==> src/rtl/send_sched_pkg.sv <==
// Shared types and widths for the send scheduler and its per-channel engine.
// The drop counter saturation helper lives here so the top stays a thin wrapper.
package send_sched_pkg;

    localparam int ADDR_W = 25;
    localparam int CNT_W  = 16;
    localparam int DROP_W = 8;

    typedef enum logic [1:0] {
        IDLE   = 2'd0,
        ASSERT = 2'd1,
        GAP    = 2'd2
    } chan_state_e;

    // Both channels can each drop an echo and a periodic request in one cycle.
    function automatic logic [DROP_W-1:0] satAddDrops(
        input logic [DROP_W-1:0] cur,
        input logic [1:0]        dropA,
        input logic [1:0]        dropB
    );
        logic [2:0]        n;
        logic [DROP_W:0]   sum;
        n   = 3'(dropA[0]) + 3'(dropA[1]) + 3'(dropB[0]) + 3'(dropB[1]);
        sum = {1'b0, cur} + (DROP_W + 1)'(n);
        return sum[DROP_W] ? {DROP_W{1'b1}} : sum[DROP_W-1:0];
    endfunction

endpackage

==> src/rtl/send_scheduler_channel.sv <==
// One send channel: periodic timer, data_saved edge detect, pending flags,
// IDLE/ASSERT/GAP command FSM and completed-command counter.
module send_channel
    import send_sched_pkg::*;
#(
    parameter logic [31:0]       PERIOD    = 32'd8,
    parameter int unsigned       PULSE_LEN = 3,
    parameter int unsigned       GAP_LEN   = 16,
    parameter logic [ADDR_W-1:0] ADDR_PER  = 25'd1,
    parameter logic [ADDR_W-1:0] ADDR_ECHO = 25'd1,
    parameter bit                ONESHOT   = 1'b0
) (
    input  logic              clk_i,
    input  logic              rst_i,
    input  logic              en_i,
    input  logic              data_saved_i,
    output logic              cmd_send_o,
    output logic [ADDR_W-1:0] start_ram_addr_o,
    output logic              busy_o,
    output logic [CNT_W-1:0]  sent_cnt_o,
    output logic [1:0]        drop_o
);

    localparam logic [31:0] PERIOD_LAST = PERIOD - 32'd1;
    localparam logic [31:0] PULSE_LAST  = 32'(PULSE_LEN) - 32'd1;
    localparam logic [31:0] GAP_LAST    = 32'(GAP_LEN) - 32'd1;

    logic [31:0]       timer_q, timer_d;
    logic              ds_q;
    logic              per_pend_q, per_pend_d;
    logic              echo_pend_q, echo_pend_d;
    logic              done_q;

    chan_state_e       state_q;
    logic [31:0]       phase_q;
    logic              cmd_q;
    logic [ADDR_W-1:0] addr_q;
    logic [CNT_W-1:0]  sent_q;

    logic wrap;
    logic per_fire;
    logic echo_fire;
    logic serve_echo;
    logic serve_per;

    assign wrap       = (timer_q == PERIOD_LAST);
    assign per_fire   = en_i & wrap & ~(ONESHOT & done_q);
    assign echo_fire  = en_i & data_saved_i & ~ds_q;
    assign serve_echo = en_i & (state_q == IDLE) & echo_pend_q;
    assign serve_per  = en_i & (state_q == IDLE) & ~echo_pend_q & per_pend_q;

    // A request that finds its flag still set (and not being served) is merged.
    assign drop_o = {per_fire & per_pend_q & ~serve_per,
                     echo_fire & echo_pend_q & ~serve_echo};

    always_comb begin
        timer_d     = wrap ? 32'd0 : timer_q + 32'd1;
        per_pend_d  = (per_pend_q & ~serve_per) | per_fire;
        echo_pend_d = (echo_pend_q & ~serve_echo) | echo_fire;
        if (!en_i) begin
            timer_d     = 32'd0;
            per_pend_d  = 1'b0;
            echo_pend_d = 1'b0;
        end
    end

    always_ff @(posedge clk_i) begin
        if (rst_i) begin
            timer_q     <= 32'd0;
            ds_q        <= 1'b0;
            per_pend_q  <= 1'b0;
            echo_pend_q <= 1'b0;
            done_q      <= 1'b0;
        end else begin
            timer_q     <= timer_d;
            ds_q        <= data_saved_i;
            per_pend_q  <= per_pend_d;
            echo_pend_q <= echo_pend_d;
            if (serve_per) begin
                done_q <= 1'b1;
            end
        end
    end

    // Losing enable aborts whatever is in flight without counting it as sent.
    always_ff @(posedge clk_i) begin
        if (rst_i) begin
            state_q <= IDLE;
            phase_q <= 32'd0;
            cmd_q   <= 1'b0;
            addr_q  <= '0;
            sent_q  <= '0;
        end else if (!en_i) begin
            state_q <= IDLE;
            phase_q <= 32'd0;
            cmd_q   <= 1'b0;
        end else begin
            case (state_q)
                IDLE: begin
                    if (serve_echo || serve_per) begin
                        state_q <= ASSERT;
                        phase_q <= 32'd0;
                        cmd_q   <= 1'b1;
                        addr_q  <= serve_echo ? ADDR_ECHO : ADDR_PER;
                    end
                end
                ASSERT: begin
                    if (phase_q == PULSE_LAST) begin
                        state_q <= GAP;
                        phase_q <= 32'd0;
                        cmd_q   <= 1'b0;
                        sent_q  <= sent_q + CNT_W'(1);
                    end else begin
                        phase_q <= phase_q + 32'd1;
                    end
                end
                GAP: begin
                    if (phase_q == GAP_LAST) begin
                        state_q <= IDLE;
                        phase_q <= 32'd0;
                    end else begin
                        phase_q <= phase_q + 32'd1;
                    end
                end
                default: begin
                    state_q <= IDLE;
                    phase_q <= 32'd0;
                    cmd_q   <= 1'b0;
                end
            endcase
        end
    end

    assign cmd_send_o       = cmd_q;
    assign start_ram_addr_o = addr_q;
    assign busy_o           = (state_q != IDLE);
    assign sent_cnt_o       = sent_q;

endmodule

==> src/rtl/send_scheduler.sv <==
// Two independent send channels gated by MAC/PHY readiness, plus a shared
// saturating counter of merged (dropped) duplicate requests.
module send_scheduler
    import send_sched_pkg::*;
#(
    parameter logic [31:0]       PERIOD_1    = 32'h05F5E100,
    parameter logic [31:0]       PERIOD_2    = 32'h06F5E100,
    parameter int unsigned       PULSE_LEN   = 3,
    parameter int unsigned       GAP_LEN     = 16,
    parameter logic [ADDR_W-1:0] ADDR_PER_1  = 25'd1,
    parameter logic [ADDR_W-1:0] ADDR_PER_2  = 25'd5,
    parameter logic [ADDR_W-1:0] ADDR_ECHO_1 = 25'd1,
    parameter logic [ADDR_W-1:0] ADDR_ECHO_2 = 25'd5,
    parameter logic [1:0]        ONESHOT     = 2'b10
) (
    input  logic              clk_50,
    input  logic              main_reset,
    input  logic              mac_inited,
    input  logic              rx_ready,
    input  logic [1:0]        data_saved,
    output logic              cmd_send_1,
    output logic              cmd_send_2,
    output logic [ADDR_W-1:0] start_ram_addr_1,
    output logic [ADDR_W-1:0] start_ram_addr_2,
    output logic [1:0]        busy,
    output logic [CNT_W-1:0]  sent_cnt_1,
    output logic [CNT_W-1:0]  sent_cnt_2,
    output logic [DROP_W-1:0] drop_cnt
);

    logic              en;
    logic [1:0]        drop_1;
    logic [1:0]        drop_2;
    logic              busy_1;
    logic              busy_2;
    logic [DROP_W-1:0] drop_cnt_q;

    assign en = mac_inited & rx_ready;

    send_channel #(
        .PERIOD    (PERIOD_1),
        .PULSE_LEN (PULSE_LEN),
        .GAP_LEN   (GAP_LEN),
        .ADDR_PER  (ADDR_PER_1),
        .ADDR_ECHO (ADDR_ECHO_1),
        .ONESHOT   (ONESHOT[0])
    ) u_chan_1 (
        .clk_i            (clk_50),
        .rst_i            (main_reset),
        .en_i             (en),
        .data_saved_i     (data_saved[0]),
        .cmd_send_o       (cmd_send_1),
        .start_ram_addr_o (start_ram_addr_1),
        .busy_o           (busy_1),
        .sent_cnt_o       (sent_cnt_1),
        .drop_o           (drop_1)
    );

    send_channel #(
        .PERIOD    (PERIOD_2),
        .PULSE_LEN (PULSE_LEN),
        .GAP_LEN   (GAP_LEN),
        .ADDR_PER  (ADDR_PER_2),
        .ADDR_ECHO (ADDR_ECHO_2),
        .ONESHOT   (ONESHOT[1])
    ) u_chan_2 (
        .clk_i            (clk_50),
        .rst_i            (main_reset),
        .en_i             (en),
        .data_saved_i     (data_saved[1]),
        .cmd_send_o       (cmd_send_2),
        .start_ram_addr_o (start_ram_addr_2),
        .busy_o           (busy_2),
        .sent_cnt_o       (sent_cnt_2),
        .drop_o           (drop_2)
    );

    always_ff @(posedge clk_50) begin
        if (main_reset) begin
            drop_cnt_q <= '0;
        end else begin
            drop_cnt_q <= satAddDrops(drop_cnt_q, drop_1, drop_2);
        end
    end

    assign busy     = {busy_2, busy_1};
    assign drop_cnt = drop_cnt_q;

endmodule

==> config.mk <==
export PLATFORM = sky130hd
export DESIGN_NAME = send_scheduler
export DESIGN_NICKNAME = d
export VERILOG_FILES = /design/src/rtl/send_sched_pkg.sv /design/src/rtl/send_scheduler_channel.sv /design/src/rtl/send_scheduler.sv
export SDC_FILE = /design/constraint.sdc
export NUM_CORES = 1
export LEC_CHECK = 0
export BUFFER_PORTS_ARGS = -buffer_cell sky130_fd_sc_hd__buf_2
export CAP_MARGIN = 15
export CORE_UTILIZATION = 60
export CTS_BUF_LIST = sky130_fd_sc_hd__clkbuf_4
export DETAILED_ROUTE_END_ITERATION = 12
export GPL_TIMING_DRIVEN = 1
export PLACE_DENSITY = 0.89
export SYNTH_ARGS = -nofsm -noshare
export SYNTH_HDL_FRONTEND = slang
export SYNTH_HIERARCHICAL = 1
export SYNTH_SLANG_ARGS = --single-unit
export TNS_END_PERCENT = 30
==> constraint.sdc <==
create_clock -name clk_50 -period 5.08 [get_ports clk_50]
set_input_delay 0.762 -clock clk_50 [delete_from_list [all_inputs] [get_ports clk_50]]
set_output_delay 0.762 -clock clk_50 [all_outputs]
set_load 0.01 [all_outputs]
==> impl_metrics.ini <==
[run_status]
status = complete, no violations

[cells_and_area]
fin_nets = 1193
final_cell_mix = dfxtp_1 (183), nor2_1 (159), nand3_1 (113), nand2_1 (103), xor2_1 (58)
final_common_cell = dfxtp_1
layout-drive-gt1-share = 0.0975
diodes = 0
areaGrowthSynthToFinish_pct = 3.77
post-route-util = 0.642

[yosys]
yosysUniqueCellTypes = 71
synth-seq-cells = 183
synth.avg_cell_area_um2 = 8.30
synth-seq-area-share = 0.388
netlist_area_mm2 = 0.00945
yosys_warnings = 6
synthCells = 1138
async_flop_share = 0
synth.largest_area_cell = dfxtp_1
synthFlopType = dfxtp_1
synthTopCellsByArea = dfxtp_1 (39%), nor2_1 (6.3%), nand3_1 (6.0%)
synth_top_area_frac = 0.388
synth-edff-count = 0

[cts]
clk_pin_slew_ns = 0.14
clockBufferDepth = 2
cts_buffers = 17
cts.sinks = 183
h-tree-depth = 4
hold_buffers = 0
clk_latency_ns = 0.59
cts_setup_buffers = 0
cts_root_buffer = clkbuf_4
cts_tree = done
cts_resized = 0

[setup_path]
worst_ep_required_time_ns = 5.54
cp-start-kind = flip-flop
worstSetupEndpointType = flip-flop
crit_arrival_ns = 4.13
crit_fanout = 4
criticalPathCategory = reg -> reg

[floorplan]
num_rows = 45
ios = 100
dieHeight_um = 127
die_width_um = 127
fp.dieArea_mm2 = 0.0162
start_util = 0.619
core_area_mm2 = 0.0153

[global_route]
gr-total-overflow = 0
grt_pass1_vias = 7292
grt_pass1_wl_um = 33000
grt_use_total = 0.247
antenna_found_initial = 0
grt_max_degree = 61

[drt]
viasPerCell = 5.78
vias = 8043
wl_per_cell_um = 14.2
drt-initial-drc-count = 516
drtAntennaViolNets = 0
drt-total-wl_um = 19700
drc_errors = 0
drtPass1Iterations = 7

[sta]
worst_pin_slew_ns = 1.08
finalHoldViolations = 0
drv_slew = 0
period_minus_slack_ns = 3.67
slew_headroom = 0.278
timing.fmax_ghz = 0.273
rsz0062_at_grt = false
setup_viol = 0
skew_ns = 0.0196
fin_crit_sh = 0.722
setup_tns_ns = 0

[worst_hold_path]
hold_class = in -> reg

[pwr]
p_leak_nw = 3.47
vdd_ir_drop_max_uv = 176
p_per_area_mw_per_mm2 = 229

[run]
max_cap_viol_count = 0

[placement]
port_buffers = 52
gp_congestion = 0.853
hpwl_um = 14100
-- logic make-up after synthesis --
kind of cell / after synthesis / share of synthesized area
muxes: 14 / 0.0160
other: 2 / 0.000795
adders and majority gates: 20 / 0.0289
buffers and inverters: 118 / 0.0748
DFF: 183 / 0.388
AOI/OAI and AO/OA: 108 / 0.0776
and+or+nand+nor: 591 / 0.319
xor gates and xnor gates: 102 / 0.0946
-- path summary, 6_finish.rpt --
kind	from	endpoint	slack, ns	cells after the start
max reg2reg	u_chan_2/timer_q[23]	drop_cnt[6]	1.41	13
min	data_saved[1]	u_chan_2/ds_q	0.40	2
min reg2reg	u_chan_2/done_q	u_chan_2/done_q	0.48	2
max	u_chan_2/timer_q[23]	drop_cnt[6]	1.41	13
-- where the power goes --
part / leakage (nW) / switching [mW] / total [mW] / internal (mW)
sequential: 1.47 / 0.00173 / 1.44 / 1.44
clock: 0.126 / 0.505 / 0.754 / 0.249
combinational: 1.87 / 0.0443 / 0.0520 / 0.00771
total: 3.47 / 0.551 / 2.25 / 1.69
-- flip-flops by register name (all words and copies together), names as in the netlist --
name                       count
u_chan_1/sent_cnt_o           16
u_chan_2/start_ram_addr_o      1
u_chan_2/state_q               2
u_chan_1/timer_q              32
u_chan_1/per_pend_q            1
u_chan_1/ds_q                  1
u_chan_1/cmd_send_o            1
u_chan_2/per_pend_q            1
u_chan_1/start_ram_addr_o      1
u_chan_1/echo_pend_q           1
u_chan_2/phase_q              32
u_chan_1/phase_q              32
u_chan_2/echo_pend_q           1
u_chan_2/ds_q                  1
u_chan_2/done_q                1
u_chan_2/sent_cnt_o           16
u_chan_1/state_q               2
drop_cnt                       8
u_chan_2/cmd_send_o            1
u_chan_2/timer_q              32
-- metrics by stage --
| stage | hold slack, ns | worst slack [ns] | area [um^2] | cells | total power [mW] |
|---|---|---|---|---|---|
| floorplan | 0.428 | 1.87 | 9620 | 1183 | 1.54 |
| CTS | 0.378 | 1.38 | 9800 | 1391 | 2.26 |
| finish | 0.402 | 1.41 | 9800 | 1391 | 2.25 |
| global route | 0.397 | 1.16 | 9800 | 1391 | 2.33 |
| detailed placement | 0.449 | 1.41 | 9550 | 1359 | 1.52 |
| global placement | 0.442 | 1.50 | 9550 | 1359 | 1.52 |
-- layout make-up --
cell class | count | area, um^2
Tap cell | 211 | 264
Clock buffer | 19 | 143
Inverter | 30 | 113
Clock inverter | 13 | 108
Sequential cell | 183 | 3660
Fill cell | 1305 | 5460
Timing Repair Buffer | 53 | 268
Multi-Input combinational cell | 882 | 5250
-- cell usage after synthesis (all sizes together) (3+ instances only) --
master    n
a21oi    31
or4       8
nand4    34
or3      15
inv      30
o21a      6
nor2b    16
ha       17
mux2i     5
xnor2    44
nand2b    5
nor2    159
fa        3
o31ai     4
a211oi    4
dfxtp   183
o311ai    4
clkbuf   18
o211ai   14
nor4     30
nand2   107
or2       7
nor3     37
and2      9
buf      70
mux2      9
a22oi     6
and4      9
nand3   113
o21ai    23
and3     32
xor2     58
nor3b     4
-- critical path, cell delays in order (launching register included) --
cell and delay [ns]:
dfxtp_1 0.41, inv_2 0.06, or4_1 0.52, or4_1 0.51
nor4_2 0.28, nand3b_1 0.15, nor3b_1 0.22, inv_1 0.08
fa_1 0.44, inv_1 0.09, fa_1 0.22, and4_4 0.27
and4b_2 0.23, nor3_1 0.06
-- metal layers --
metal	up-vias	global-route usage	routed length (um)
li1	3947	-	-
met1	3791	0.301	8560
met2	264	0.420	9640
met3	41	0.0557	1030
met4	0	0.106	468
met5	-	0	0
Note: power is estimated with default switching activity, not from simulation.
